$ cat config.mk
export PLATFORM = sky130hd
export DESIGN_NAME = mem_responder_flat
export DESIGN_NICKNAME = d
export VERILOG_FILES = /design/src/rtl/mem_responder_if.sv /design/src/rtl/mem_responder.sv /design/src/flat_wrapper.sv
export SDC_FILE = /design/constraint.sdc
export NUM_CORES = 2
export LEC_CHECK = 0
export ABC_AREA = 1
export CORE_ASPECT_RATIO = 1.4
export CORE_UTILIZATION = 31
export CTS_CLUSTER_DIAMETER = 100
export DETAILED_ROUTE_END_ITERATION = 10
export SLEW_MARGIN = 20
export SYNTH_ARGS = -nofsm -noshare
export SYNTH_HDL_FRONTEND = slang
export SYNTH_SLANG_ARGS = --single-unit
$ cat constraint.sdc
create_clock -name clk -period 2.6 [get_ports clk]
set_input_delay 0.65 -clock clk [delete_from_list [all_inputs] [get_ports clk]]
set_output_delay 0.65 -clock clk [all_outputs]
set_load 0.005 [all_outputs]
$ cat src/rtl/mem_responder_if.sv
// Request/response bus between the datapath's memory interface (master)
// and mem_responder (slave). Names match the original port list.
interface mem_responder_if;
  logic        memRead;
  logic        memWrite;
  logic [31:0] addr;
  logic [31:0] data;
  logic [31:0] dataOut;
  logic        ready;
  logic        err;

  modport master (
    output memRead, memWrite, addr, data,
    input  dataOut, ready, err
  );

  modport slave (
    input  memRead, memWrite, addr, data,
    output dataOut, ready, err
  );
endinterface

$ cat src/rtl/mem_responder.sv
// Variable-latency word memory responder for the multicycle datapath.
// A request is latched in IDLE, waits LATENCY cycles, is performed on the
// following edge and then answered with a one-cycle ready (+err) pulse.
// A loader port writes the array at any time and wins same-edge collisions.
// Optional build macro MEM_ALIGN_CHECK_EN: a misaligned addr (addr[1:0]!=0)
// is flagged as an error in addition to the out-of-range check.
module mem_responder #(
  parameter int unsigned DEPTH   = 32,
  parameter int unsigned ADDR_W  = 5,
  parameter int unsigned LATENCY = 2
) (
  input  logic              clk,
  input  logic              reset,
  mem_responder_if.slave    bus,
  input  logic              loadEn,
  input  logic [ADDR_W-1:0] loadAddr,
  input  logic [31:0]       loadData
);

  typedef enum logic [1:0] {IDLE, WAIT, RESP} state_t;

  state_t            state_q, state_d;
  logic [3:0]        cnt_q, cnt_d;
  logic              op_wr_q, op_wr_d;
  logic [ADDR_W-1:0] idx_q, idx_d;
  logic [31:0]       wdata_q, wdata_d;
  logic              bad_q, bad_d;
  logic [31:0]       data_out_q, data_out_d;
  logic              ready_q, ready_d;
  logic              err_q, err_d;
  logic [31:0]       mem_q [DEPTH];
  logic [31:0]       mem_d [DEPTH];
  logic              req_bad;

  assign bus.dataOut = data_out_q;
  assign bus.ready   = ready_q;
  assign bus.err     = err_q;

  // Classify the incoming address: any bit above the word index is out of range.
  always_comb begin
    req_bad = (bus.addr >> (ADDR_W + 2)) != '0;
`ifdef MEM_ALIGN_CHECK_EN
    req_bad = req_bad | (bus.addr[1:0] != 2'b00);
`endif
  end

  // Next-state, access and array-update logic.
  // The loader update is applied last so it overrides a same-index
  // transaction write, while reads always see the pre-edge array.
  always_comb begin
    state_d    = state_q;
    cnt_d      = cnt_q;
    op_wr_d    = op_wr_q;
    idx_d      = idx_q;
    wdata_d    = wdata_q;
    bad_d      = bad_q;
    data_out_d = data_out_q;
    ready_d    = 1'b0;
    err_d      = 1'b0;
    mem_d      = mem_q;

    unique case (state_q)
      IDLE: begin
        if (bus.memRead | bus.memWrite) begin
          op_wr_d = bus.memWrite;
          idx_d   = bus.addr[ADDR_W+1:2];
          wdata_d = bus.data;
          bad_d   = req_bad;
          cnt_d   = 4'(LATENCY);
          state_d = WAIT;
        end
      end
      WAIT: begin
        if (cnt_q != '0) begin
          cnt_d = cnt_q - 4'd1;
        end else begin
          if (op_wr_q) begin
            if (!bad_q) begin
              mem_d[idx_q] = wdata_q;
            end
          end else begin
            data_out_d = bad_q ? '0 : mem_q[idx_q];
          end
          ready_d = 1'b1;
          err_d   = bad_q;
          state_d = RESP;
        end
      end
      RESP: begin
        state_d = IDLE;
      end
      default: begin
        state_d = IDLE;
      end
    endcase

    if (loadEn) begin
      mem_d[loadAddr] = loadData;
    end
  end

  // Register all state, outputs and the array; reset aborts any transaction.
  always_ff @(posedge clk) begin
    if (reset) begin
      state_q    <= IDLE;
      cnt_q      <= '0;
      op_wr_q    <= 1'b0;
      idx_q      <= '0;
      wdata_q    <= '0;
      bad_q      <= 1'b0;
      data_out_q <= '0;
      ready_q    <= 1'b0;
      err_q      <= 1'b0;
      for (int unsigned i = 0; i < DEPTH; i++) begin
        mem_q[i] <= '0;
      end
    end else begin
      state_q    <= state_d;
      cnt_q      <= cnt_d;
      op_wr_q    <= op_wr_d;
      idx_q      <= idx_d;
      wdata_q    <= wdata_d;
      bad_q      <= bad_d;
      data_out_q <= data_out_d;
      ready_q    <= ready_d;
      err_q      <= err_d;
      mem_q      <= mem_d;
    end
  end

endmodule

$ cat src/flat_wrapper.sv
// flat-port wrapper written by rule: the top's interface ports become plain ports
module mem_responder_flat 
#(
  parameter int unsigned DEPTH   = 32,
  parameter int unsigned ADDR_W  = 5,
  parameter int unsigned LATENCY = 2
)
  (clk, reset, loadEn, loadAddr, loadData, bus_memRead, bus_memWrite, bus_addr, bus_data, bus_dataOut, bus_ready, bus_err);
  mem_responder_if bus_i ();
  input  logic clk;
  input  logic reset;
  input  logic loadEn;
  input  logic [ADDR_W-1:0] loadAddr;
  input  logic [31:0] loadData;
  input wire logic [$bits(bus_i.memRead)-1:0] bus_memRead;
  input wire logic [$bits(bus_i.memWrite)-1:0] bus_memWrite;
  input wire logic [$bits(bus_i.addr)-1:0] bus_addr;
  input wire logic [$bits(bus_i.data)-1:0] bus_data;
  output wire logic [$bits(bus_i.dataOut)-1:0] bus_dataOut;
  output wire logic [$bits(bus_i.ready)-1:0] bus_ready;
  output wire logic [$bits(bus_i.err)-1:0] bus_err;
  assign bus_i.memRead = bus_memRead;
  assign bus_i.memWrite = bus_memWrite;
  assign bus_i.addr = bus_addr;
  assign bus_i.data = bus_data;
  assign bus_dataOut = bus_i.dataOut;
  assign bus_ready = bus_i.ready;
  assign bus_err = bus_i.err;
  mem_responder #(.DEPTH(DEPTH), .ADDR_W(ADDR_W), .LATENCY(LATENCY)) u_core (.clk(clk), .reset(reset), .bus(bus_i), .loadEn(loadEn), .loadAddr(loadAddr), .loadData(loadData));
endmodule
==> results.ini <==
[synth]
synth-seq-cells = 1103
synth_area_leaders = dfxtp_1 38%, nand2_1 24%, a21oi_1 14%, o21ai_0 9.7%, clkbuf_1 4.3%
synth_edf_count = 0
yosysSeqAreaShare_pct = 37.6
syn_inst = 9578
syn_area_per_cell_sq_um = 6.14
synth_async_sr_flop_share_pct = 0
yosysTopAreaCell = dfxtp_1
yosysWarnings = 0
synth_top_cell_area_share_pct = 37.6
synthesis.nets = 9685
synthFlopType = dfxtp_1
syn-cell-area_sq_um = 58800
synth_cell_types = 38

[layout]
drive_gt1_share_pct = 10.1
multi_input_area_sq_um = 31900
num-fill-cells = 19900
utilization_pct = 38.4
mostFrequentLayoutCell = nand2_1
final_nets = 9789
fin_area_sq_um = 72200
area_growth_pct = 22.7
seq_area_sq_um = 22100
final_cell_mix = 3,805 x nand2_1, 1,608 x a21oi_1, 1,134 x o21ai_0, 1,100 x dfxtp_1, 468 x buf_4

[global_route]
grt_max_degree = 118
first_global_vias = 63200
grt.busiest_layer = met2
antenna_found_initial = 22
track_usage_pct = 32.6
use_met3_pct = 6.46
grt_pass1_wl_um = 456000
grt_util_met2_pct = 52.2
gr-usage-met1_pct = 39.7
grt_overflow = 0

[clock_network]
insertion_delay_ns = 0.81
numCtsBuffers = 115
cts_tree = yes
ctsHoldBuffers = 0
clock-sinks = 1103
cts.path.max_buffers = 3
root_buffer = clkbuf_16
clk_pin_slew_ns = 0.06
h-tree-depth = 3

[worst_hold_path]
hp-class = primary input to flop

[setup_path]
setup.worst_path.start_class = flop
arrival_ns = 3.23
cpPeakStageDelay_ns = 0.39
critPathKind = flop to flop
endpoint_kind = flop
cpMostUsedCell = nand2_1
crit_fanout = 31
worstPathRequired_ns = 3.31
slowest_stage = dfxtp_4
worstPathCellList = inv_8, buf_12, buf_4, nand2_1, nand2_1, nand2_1, nand2_1, nand2_1, nand2_1, nor2_1, nand2_1, nand2_1, a21oi_1

[route]
drtIter0Drc = 9184
wl_per_cell_um = 26.4
drc_errors = 0
via_count = 68900
detail-route-antenna-nets = 0
wl_um = 323000
vias_per_cell = 5.62
dr.pass1.iters = 8

[floorplanning]
dieArea_sq_um = 191000
start_util_pct = 31.3
io-pin-count = 140
die_w_um = 370
die_y_um = 517
fp-row-count = 188
core_area_sq_um = 188000

[run_status]
status = complete, no violations

[sta]
rsz0062_at_grt = false
slew_headroom_pct = 31.5
finalSetupViolCount = 0
final.period_utilization_pct = 97.1
fin_skew_ns = 0.0414
finalHoldViolations = 0
fin_crit_ns = 2.52
tightest_slew_ns = 1.03
setup_tns_ns = 0
slew_violations = 0
fmax_mhz = 396

[placed_design]
place_congestion = 1.01
port_buffers = 137
dp_hpwl_um = 230000
placedInstanceArea_sq_um = 67900

[flow_run]
cap_violations = 0

[power_and_ir_drop]
powerDensity_nw_per_um2 = 604
peakVddDrop_v = 0.000586
leakage_nw = 30.4

## logic make-up after synthesis
kind of cell / after synthesis / synth area share, %
AO/OA/AOI/OAI: 3005 / 26.7
buffers and inverters: 1287 / 8.50
multiplexers: 10 / 0.170
adder cells (fa/ha/maj): 1 / 0.0213
AND/OR/NAND/NOR: 4171 / 27.0
flip-flops: 1103 / 37.6
XOR/XNOR: 1 / 0.0149
## cell usage after synthesis, drive strengths merged (3+ instances only)
cell,number
a21oi,1608
a221oi,59
a22oi,18
a31o,3
a31oi,6
buf,158
clkbuf,675
clkinv,22
dfxtp,1103
inv,432
mux2i,10
nand2,3821
nand3,47
nand4,8
nor2,276
nor3,11
nor4,5
o211ai,138
o21ai,1158
o21bai,6
o221ai,8
or2,3
## metal layers
metal	vias up	share of wire (%)
li1	31300	-
met2	4179	45
met3	1000	9.9
met5	-	0.030
met4	14	7.3
met1	32300	38
## sequential cells by signal, indices dropped and copies added (netlist names)
signal,flops
u_core.mem_q,1024
u_core.cnt_q,4
u_core.wdata_q,32
u_core.bus.err,1
u_core.idx_q,5
u_core.op_wr_q,1
u_core.bad_q,1
u_core.bus.dataOut,32
u_core.state_q,2
u_core.bus.ready,1
## through the flow
| step | setup WS [ns] | instances | hold WS (ns) | power, mW |
|---|---|---|---|---|
| after floorplan | 0.453 | 9578 | 0.439 | 20.8 |
| after global placement | -0.111 | 12000 | 0.445 | 24.8 |
| after detailed placement | -0.138 | 12000 | 0.450 | 24.8 |
| after CTS | 0.0413 | 12200 | 0.108 | 43.4 |
| after global routing | 0.00167 | 12200 | 0.146 | 44.5 |
| final | 0.0767 | 12300 | 0.147 | 43.6 |
## worst max-delay path: cells and delay by family (launching register included)
| kind | cells | cell delay [ns] |
|---|---|---|
| AND/OR/NAND/NOR | 9 | 1.04 |
| AO/OA/AOI/OAI | 1 | 0.14 |
| flip-flops | 1 | 0.39 |
| buffers and inverters | 3 | 0.84 |
## final cells by class
type | count | area share [%]
Antenna cell | 4 | 0.0139
Clock buffer | 160 | 4.58
Clock inverter | 53 | 1.20
Inverter | 454 | 2.40
Multi-Input combinational cell | 7188 | 44.2
Sequential cell | 1103 | 30.6
Tap cell | 2470 | 4.28
Timing Repair Buffer | 820 | 12.7
## power by group
part | switching, mW | internal [mW]
logic | 5.41 | 1.85
clock network | 7.98 | 10.9
registers | 0.278 | 17.2
## worst paths after layout
| check | slack [ns] | cells after the start | startpoint | to |
|---|---|---|---|---|
| max | 0.08 | 13 | u_core.idx_q[0] | u_core.bus.dataOut[21] |
| min | 0.15 | 2 | reset | u_core.bus.dataOut[26] |
| max reg2reg | 0.08 | 13 | u_core.idx_q[0] | u_core.bus.dataOut[21] |
| min reg2reg | 0.46 | 2 | u_core.mem_q[326] | u_core.mem_q[326] |
## timing repair
action                     4_1_cts  5_1_grt
buffers inserted                 0        0
cloned                           0        1
resized for setup                2        5
setup endpoints to repair        9       28
Note: power is estimated with default switching activity, not from simulation.
